--- src/rtl/hex_key_entry_pkg.sv ---
// Shared types and key-code constants for the hex keypad entry block.
package hex_key_pkg;

   typedef enum logic [1:0] {IDLE, DEBOUNCE, HELD, RELEASE} key_state_t;

   localparam logic [4:0] KEY_BKSP   = 5'd16;
   localparam logic [4:0] KEY_ENTER  = 5'd17;
   localparam logic [4:0] KEY_RSVD   = 5'd18;
   localparam logic [4:0] KEY_CLEAR  = 5'd19;
   localparam logic [3:0] MAX_DIGITS = 4'd8;

   // Only digits and backspace are eligible for auto-repeat.
   function automatic logic is_repeatable(input logic [4:0] code);
      return code <= KEY_BKSP;
   endfunction

endpackage

--- src/rtl/hex_key_entry_prio_enc.sv ---
// Priority encoder: highest set bit of the 20 key lines wins.
module pb_prio_enc (
   input  logic [19:0] keys,
   output logic [4:0]  code,
   output logic        any
);

   always_comb begin
      code = '0;
      for (int unsigned i = 0; i < 20; i++) begin
         if (keys[i]) code = 5'(i);
      end
   end

   assign any = |keys;

endmodule

--- src/rtl/hex_key_entry.sv ---
// Debounced pushbutton to 8-digit hex entry accumulator with commit register.
// Optional auto-repeat of held digit/backspace keys under HEX_KEY_AUTOREPEAT_EN.
module hex_key_entry
   import hex_key_pkg::*;
#(
   parameter int unsigned DEBOUNCE_CYCLES = 2,
   parameter int unsigned REPEAT_CYCLES   = 50
) (
   input  logic        hz100,
   input  logic        reset,
   input  logic [20:0] pb,
   output logic [4:0]  key_code,
   output logic        key_strobe,
   output logic [31:0] entry,
   output logic [3:0]  ndig,
   output logic [31:0] value,
   output logic        value_valid
);

   if (DEBOUNCE_CYCLES < 1 || DEBOUNCE_CYCLES > 15) begin : g_bad_debounce
      $error("DEBOUNCE_CYCLES out of range 1..15");
   end
   if (REPEAT_CYCLES < 1 || REPEAT_CYCLES > 127) begin : g_bad_repeat
      $error("REPEAT_CYCLES out of range 1..127");
   end

   localparam logic [3:0] DB_LAST = 4'(DEBOUNCE_CYCLES - 1);

   logic [20:0] sync1, s;
   logic        spare_unused;
   logic [4:0]  code;
   logic        any;

   key_state_t  state, state_n;
   logic [3:0]  cnt, cnt_n;
   logic [4:0]  cand, cand_n;
   logic [4:0]  key_code_n;
   logic        fire;
   logic [4:0]  fire_code;
   logic [31:0] entry_n, value_n;
   logic [3:0]  ndig_n;
   logic        value_valid_n;

`ifdef HEX_KEY_AUTOREPEAT_EN
   localparam logic [6:0] RPT_LAST = 7'(REPEAT_CYCLES - 1);
   logic [6:0] rpt, rpt_n;
`endif

   assign spare_unused = s[20];

   pb_prio_enc u_enc (
      .keys (s[19:0]),
      .code (code),
      .any  (any)
   );

   always_comb begin
      state_n    = state;
      cnt_n      = cnt;
      cand_n     = cand;
      key_code_n = key_code;
      fire       = 1'b0;
      fire_code  = key_code;
`ifdef HEX_KEY_AUTOREPEAT_EN
      rpt_n      = rpt;
`endif
      case (state)
         IDLE: begin
            if (any) begin
               cand_n  = code;
               cnt_n   = '0;
               state_n = DEBOUNCE;
            end
         end
         DEBOUNCE: begin
            if (!any || code != cand) begin
               state_n = IDLE;
            end else if (cnt == DB_LAST) begin
               state_n    = HELD;
               key_code_n = cand;
               fire       = 1'b1;
               fire_code  = cand;
`ifdef HEX_KEY_AUTOREPEAT_EN
               rpt_n      = '0;
`endif
            end else begin
               cnt_n = cnt + 4'd1;
            end
         end
         HELD: begin
            if (!any) begin
               cnt_n   = '0;
               state_n = RELEASE;
            end
`ifdef HEX_KEY_AUTOREPEAT_EN
            else if (is_repeatable(key_code)) begin
               if (rpt == RPT_LAST) begin
                  rpt_n = '0;
                  fire  = 1'b1;
               end else begin
                  rpt_n = rpt + 7'd1;
               end
            end
`endif
         end
         RELEASE: begin
            if (any) begin
               state_n = HELD;
`ifdef HEX_KEY_AUTOREPEAT_EN
               rpt_n   = '0;
`endif
            end else if (cnt == DB_LAST) begin
               state_n = IDLE;
            end else begin
               cnt_n = cnt + 4'd1;
            end
         end
         default: state_n = IDLE;
      endcase

      entry_n       = entry;
      ndig_n        = ndig;
      value_n       = value;
      value_valid_n = 1'b0;
      if (fire) begin
         if (fire_code < KEY_BKSP) begin
            // Shifting left drops the oldest nibble once all eight are full.
            entry_n = {entry[27:0], fire_code[3:0]};
            ndig_n  = (ndig < MAX_DIGITS) ? ndig + 4'd1 : MAX_DIGITS;
         end else if (fire_code == KEY_BKSP) begin
            entry_n = entry >> 4;
            ndig_n  = (ndig != '0) ? ndig - 4'd1 : '0;
         end else if (fire_code == KEY_ENTER) begin
            value_n       = entry;
            value_valid_n = 1'b1;
            entry_n       = '0;
            ndig_n        = '0;
         end else if (fire_code == KEY_CLEAR) begin
            entry_n = '0;
            ndig_n  = '0;
         end
      end
   end

   always_ff @(posedge hz100) begin
      if (!reset) begin
         sync1       <= '0;
         s           <= '0;
         state       <= IDLE;
         cnt         <= '0;
         cand        <= '0;
         key_code    <= '0;
         key_strobe  <= 1'b0;
         entry       <= '0;
         ndig        <= '0;
         value       <= '0;
         value_valid <= 1'b0;
`ifdef HEX_KEY_AUTOREPEAT_EN
         rpt         <= '0;
`endif
      end else begin
         sync1       <= pb;
         s           <= sync1;
         state       <= state_n;
         cnt         <= cnt_n;
         cand        <= cand_n;
         key_code    <= key_code_n;
         key_strobe  <= fire;
         entry       <= entry_n;
         ndig        <= ndig_n;
         value       <= value_n;
         value_valid <= value_valid_n;
`ifdef HEX_KEY_AUTOREPEAT_EN
         rpt         <= rpt_n;
`endif
      end
   end

endmodule
--- config.mk ---
export PLATFORM = sky130hd
export DESIGN_NAME = hex_key_entry
export DESIGN_NICKNAME = d
export VERILOG_FILES = /design/src/rtl/hex_key_entry_pkg.sv /design/src/rtl/hex_key_entry_prio_enc.sv /design/src/rtl/hex_key_entry.sv
export SDC_FILE = /design/constraint.sdc
export NUM_CORES = 1
export LEC_CHECK = 0
export CAP_MARGIN = 20
export CORE_MARGIN = 4
export CORE_UTILIZATION = 48
export CTS_BUF_LIST = sky130_fd_sc_hd__clkbuf_2 sky130_fd_sc_hd__clkbuf_4 sky130_fd_sc_hd__clkbuf_8
export DETAILED_ROUTE_END_ITERATION = 10
export PLACE_DENSITY_LB_ADDON = 0.2
export SLEW_MARGIN = 20
export SYNTH_ARGS = -nofsm -noshare
export SYNTH_HDL_FRONTEND = slang
export SYNTH_HIERARCHICAL = 1
export SYNTH_SLANG_ARGS = --single-unit
export TNS_END_PERCENT = 1
--- constraint.sdc ---
create_clock -name hz100 -period 2.7 [get_ports hz100]
set_input_delay 0.54 -clock hz100 [delete_from_list [all_inputs] [get_ports hz100]]
set_output_delay 0.54 -clock hz100 [all_outputs]
set_load 0.02 [all_outputs]
==> results_dict.tcl, run 1 <==
set metrics [dict create \
    yosysTopAreaCellShare_pct 49.1 \
    finalNonFillerCells 826 \
    ios 98 \
    grt-ovfl-total 0 \
    powerDensity_mw_per_mm2 598 \
    synth_cells 584 \
    tightest_slew_ns 0.921 \
    setup_viol 0 \
    rr_endpoint "cnt[3]" \
    synth.most_common_cell "dfxtp_1" \
    synth-adder-area-share_pct 0.974 \
    clk_path_buf_depth 2 \
    cts_buffers 17 \
    fin_skew_ns 0.0142 \
    synth_top_family_by_area "simple AND/OR/NAND/NOR gates" \
    num_vias 4347 \
    synth-seq-cells 126 \
    r2r_slack_ns 0.04 \
    wirelength_um 11900 \
    vias_per_cell 5.26 \
    io_buffers 96 \
    startpoint "s[13]" \
    cts_sinks 126 \
    max_stage_delay_ns 0.49 \
    clockRootBuffer "clkbuf_8" \
    synthXorXnorAreaFrac_pct 2.05 \
    synthTopCellsByArea "dfxtp_1 (49%), and2_1 (5.0%), a211oi_1 (4.1%)" \
    gp_congestion 0.829 \
    critPathRequiredTime_ns 3.05 \
    area_delta_synth_final_pct 31.6 \
    n_fill_cell 857 \
    async_flop_share_pct 0 \
    cp_slowest_cell "or4b_1" \
    antenna_violating_nets_post_route 0 \
    endpoint "cnt[3]" \
    fin_hold_ws_ns 0.431 \
    first_global_vias 3883 \
    path_delay_family "simple AND/OR/NAND/NOR gates" \
    place_inst 790 \
    grtUsageTotal_pct 18.6 \
    hold_buffers 0 \
    die-area_mm2 0.0124 \
    clkSlewWorstSetupHoldPaths_ns 0.08 \
    synth.largest_area_cell "dfxtp_1" \
    max-slew-margin-rel_pct 38.5 \
    drc 0 \
    die_h_um 111 \
    synth_area_mm2 0.00514 \
    path_depth 10 \
    setup_slack_ns 0.0437 \
    multiInputGateArea_mm2 0.00246 \
    period_needed_ns 2.66 \
    synth_compound_area_share_pct 15.2 \
    tns_ns 0 \
    synth_mux_area_share_pct 1.95 \
    synth_cell_types 53 \
    ys.flop_type "dfxtp_1" \
    fin_total_pwr_mw 4.05 \
    seq_area_mm2 0.00252 \
    grt_setup_unrepaired "true" \
    nets 704 \
    worst_skew_pair.late_latency_ns 0.43 \
    cp_data_arrival_time_ns 3.01 \
    finalCoreUtilization_pct 65.2 \
    ys_warn_count 6 \
    synth_edf_count 0 \
    htree_levels 4 \
    crit_path_max_fanout 3 \
    grt_max_degree 67 \
    yosysSeqAreaShare_pct 49.1 \
    grt_pass1_wl_um 19200 \
    timing.fmax_mhz 376 \
    post_dp_cell_area_mm2 0.00624 \
    start_kind "flop" \
    worstSetupPathType "flop to flop" \
    rows 37 \
    die_w_um 111 \
    crit_path_cell_trace "nor2b_1 > or4_4 > nor3_2 > o31ai_1 > buf_4 > xnor2_4 > nand3_4 > o31a_1 > or4b_1 > a31oi_1" \
    yosys.area_share.simple_pct 26.3 \
    avgSynthCellArea_um2 8.79 \
    r2r-start "s[13]" \
    min_period_over_period_pct 98.4 \
    start_util_pct 49.5 \
    syn-num-nets 611 \
    ys_top_cells_by_count "dfxtp_1 (126), nor2_1 (55), nand2_1 (52), and2_1 (41), nand3_1 (38)" \
    drt-pass1-iter-count 4 \
    drt-wirelength-per-cell_um 14.4 \
    hold_violations 0 \
    reg2regPathDepth 10 \
    hold_class "flop to flop" \
    cts_tree "yes" \
    antenna_found_initial 0 \
    drv_cap 0 \
    drive_gt1_share_pct 11.2 \
    antenna_cells 0 \
    status "complete, no violations" \
    stdcell_area_mm2 0.00676 \
    core-area_mm2 0.0104 \
    crit_buf_inv 1 \
    drv_slew 0 \
    p_leak_nw 2.43 \
    place_ws_ns -0.0471 \
    ir_drop_mv 0.345 \
    drtIter0Drc 256 \
    dp_hpwl_um 7590 \
    worstSetupEndpointType "flop" \
]
## worst min-delay path by stage
stage / startpoint / endpoint / cells past startpoint
6_report: sync1[12] / s[12] / 1
5_1_grt: sync1[13] / s[13] / 1
4_1_cts: sync1[12] / s[12] / 1
3_5_place_dp: sync1[15] / s[15] / 1
3_3_place_gp: sync1[3] / s[3] / 1
2_1_floorplan: sync1[0] / s[0] / 1
## state kept, by name, summed over array words and instances (netlist names)
name         count
sync1           20
value           32
cnt              4
cand             5
state            2
key_code         5
key_strobe       1
s               20
value_valid      1
ndig             4
entry           32
## layout by cell type, fill, tap and decap left out, types with 5 or more instances in the layout
cell type        Yosys  layout
nand3_1             38      38
dfxtp_1            126     125
clkbuf_8             0      17
a21oi_1             35      35
o21ai_1             10      10
mux2i_1             10      10
nor2_1              55      55
nand2_1             52      52
buf_4                1      19
inv_1                9       9
nand3b_1             7       7
a211oi_1            28      27
a31oi_1              6       5
o21ai_0             30      29
clkdlybuf4s50_1      0      95
and2_1              41      41
nor2b_1             30      30
## layout make-up
type	instances	area share (%)
well taps	136	2.52
clock buffers	17	3.46
inverters	10	0.555
multi-input cells	405	36.4
repair buffers	117	17.0
flip-flops and latches	126	37.3
clock inverters	15	2.74
## what timing repair did
action                                  CTS  global route
pin swaps                                 0             6
endpoints found under the setup margin    4            53
resized for setup                         1            12
setup buffers                             1             2
cloned                                    0             1
## where the power goes
part           internal (mW)  total, mW  leakage (nW)  switching (mW)
Combinational          0.180      0.377          1.19           0.196
Sequential              1.90       1.95          1.03          0.0488
Clock                  0.926       1.72         0.207           0.797
## kinds of logic (layout without fill, tap and decap cells)
group	after synthesis	after routing
DFF	126	126
AOI/OAI and AO/OA	130	130
buffers and inverters	53	159
muxes	10	10
adders and majority gates	4	4
and+or+nand+nor	255	255
xor gates and xnor gates	6	6
## metal layers
metal / vias to the layer above / share of wire, % / GRT usage, %
met1: 2009 / 47 / 25.3
li1: 2204 / - / -
met5: - / 0 / 0
met2: 121 / 45 / 28.0
met3: 13 / 6.8 / 6.03
met4: 0 / 1.1 / 6.00
No activity file was read; power rests on OpenSTA's default activity.
==> inputs of run 2 (changes only) <==
SETUP_SLACK_MARGIN = 0.1   (was not set)
==> run 2 against run 1 <==
  * Setup slack better by 0.053 ns
  * Via count rose by 0.64%
  * Global-route usage increased by 0.16 points
  * Combinational power is 1% higher
  * First-iteration DRC count rose by 1.6%
  * Die area stayed put
  * Register-to-register slack better by 0.05 ns
  * Sequential power is essentially flat
  * Core utilization grew 1.3 points
  * Total power grew 0.12%
  * Routed wire length increased by 0.16%
  * Clock power about the same
  * Largest power group unchanged
==> results_dict.tcl, run 2 (synthesized netlist as in run 1, its figures left out) <==
set metrics [dict create \
    crit_path_max_fanout 3 \
    timing.fmax_mhz 384 \
    critPathRequiredTime_ns 3.05 \
    start_kind "flop" \
    vias_per_cell 5.30 \
    min_period_over_period_pct 96.4 \
    antenna_cells 0 \
    gp_congestion 0.829 \
    worstSetupEndpointType "flop" \
    grt-ovfl-total 0 \
    tightest_slew_ns 0.945 \
    die_h_um 111 \
    hold_violations 0 \
    cp_data_arrival_time_ns 2.95 \
    worst_skew_pair.late_latency_ns 0.43 \
    post_dp_cell_area_mm2 0.00624 \
    first_global_vias 3919 \
    drt-wirelength-per-cell_um 14.5 \
    worstSetupPathType "flop to flop" \
    drtIter0Drc 260 \
    wl_met1_um 5600 \
    crit_buf_inv 1 \
    drt-pass1-iter-count 4 \
    start_util_pct 49.5 \
    wl_met2_um 5510 \
    reg_top3 "entry (32), value (32)" \
    antenna_violating_nets_post_route 0 \
    stdcell_area_mm2 0.00690 \
    clockRootBuffer "clkbuf_8" \
    period_needed_ns 2.60 \
    finalNonFillerCells 826 \
    die_w_um 111 \
    ir_drop_mv 0.345 \
    clkSlewWorstSetupHoldPaths_ns 0.08 \
    powerDensity_mw_per_mm2 587 \
    drv_cap 0 \
    grt_setup_unrepaired "true" \
    path_delay_family "simple AND/OR/NAND/NOR gates" \
    core-area_mm2 0.0104 \
    hold_class "flop to flop" \
    cts_sinks 126 \
    dp_hpwl_um 7590 \
    most-common-layout-cells "dfxtp_1 (124), clkdlybuf4s50_1 (95), nor2_1 (53), nand2_1 (52), and2_1 (41)" \
    clk_path_buf_depth 2 \
    wl_met3_um 678 \
    p_leak_nw 2.45 \
    setup_viol 0 \
    grtUsageTotal_pct 18.7 \
    n_fill_cell 836 \
    grt_max_degree 67 \
    cts_tree "yes" \
    antenna_found_initial 0 \
    max-slew-margin-rel_pct 36.9 \
    crit_path_cell_trace "nor2b_1 > or4_4 > nor3_2 > o31ai_1 > buf_4 > xnor2_4 > nand3_4 > o31a_1 > or4b_1 > a31oi_1" \
    fin_total_pwr_mw 4.05 \
    drc 0 \
    area_delta_synth_final_pct 34.3 \
    fin_hold_ws_ns 0.431 \
    drv_slew 0 \
    cts_buffers 17 \
    drive_gt1_share_pct 15.1 \
    fin_skew_ns 0.0142 \
    wirelength_um 12000 \
    cp_slowest_cell "or4b_1" \
    die-area_mm2 0.0124 \
    top_layer "met4" \
    max_stage_delay_ns 0.50 \
    status "complete, no violations" \
    ios 98 \
    rows 37 \
    place_inst 790 \
    htree_levels 4 \
    num_vias 4375 \
    nets 704 \
    grt_pass1_wl_um 19300 \
    io_buffers 96 \
    final_common_cell "dfxtp_1" \
]
run 2: changes by cell type in the layout (fill, tap and decap cells not counted), moves of 2 or more:
cell	previous run	this run
nand3_1	38	18
nand3_2	0	20
nor2_1	55	53
nor2_2	0	2
o21ai_0	29	11
o21ai_1	10	24
o21ai_2	1	5
run 2: area by class of cell:
type,instances,area [um2],area share [%]
multi-input cells,405,2590,37.5
flip-flops and latches,126,2520,36.6
repair buffers,117,1160,16.8
clock buffers,17,234,3.39
clock inverters,15,185,2.68
well taps,136,170,2.47
inverters,10,37.5,0.544
run 2: metal layers:
layer  vias to the layer above  global-route usage [%]
li1                       2208                       -
met1                      2045                    25.4
met2                       107                    28.3
met3                        15                    6.09
met4                         0                    6.00
met5                         -                       0
run 2: final timing paths:
path / endpoint / slack (ns) / start / cells past startpoint
setup / recovery: cnt[3] / 0.1 / s[13] / 10
hold / removal: s[12] / 0.43 / sync1[12] / 1
setup reg to reg: cnt[3] / 0.1 / s[13] / 10
hold reg to reg: s[12] / 0.43 / sync1[12] / 1
run 2: per-stage QoR:
| step | TNS [ns] | setup slack (ns) | utilization (%) |
|---|---|---|---|
| final | 0 | 0.0965 | 66.5 |
| after global routing | -0.0729 | -0.0258 | 66.5 |
| after CTS | 0 | 0.0929 | 64.7 |
| after detailed placement | -0.0689 | -0.0471 | 60.1 |
| after global placement | 0 | 0.00282 | 60.1 |
| after floorplan | 0 | 0.154 | - |
run 2: power breakdown:
part	switching [mW]	internal, mW
Clock	0.797	0.926
Sequential	0.0485	1.90
Combinational	0.200	0.182
run 2: what timing repair did:
item                                    in CTS  in global routing
resized for setup                            7                 54
endpoints found under the setup margin      46                 64
gates cloned                                 0                  1
buffers inserted                             2                  1
hold buffers                                 0                  0
pin swaps                                    2                 21
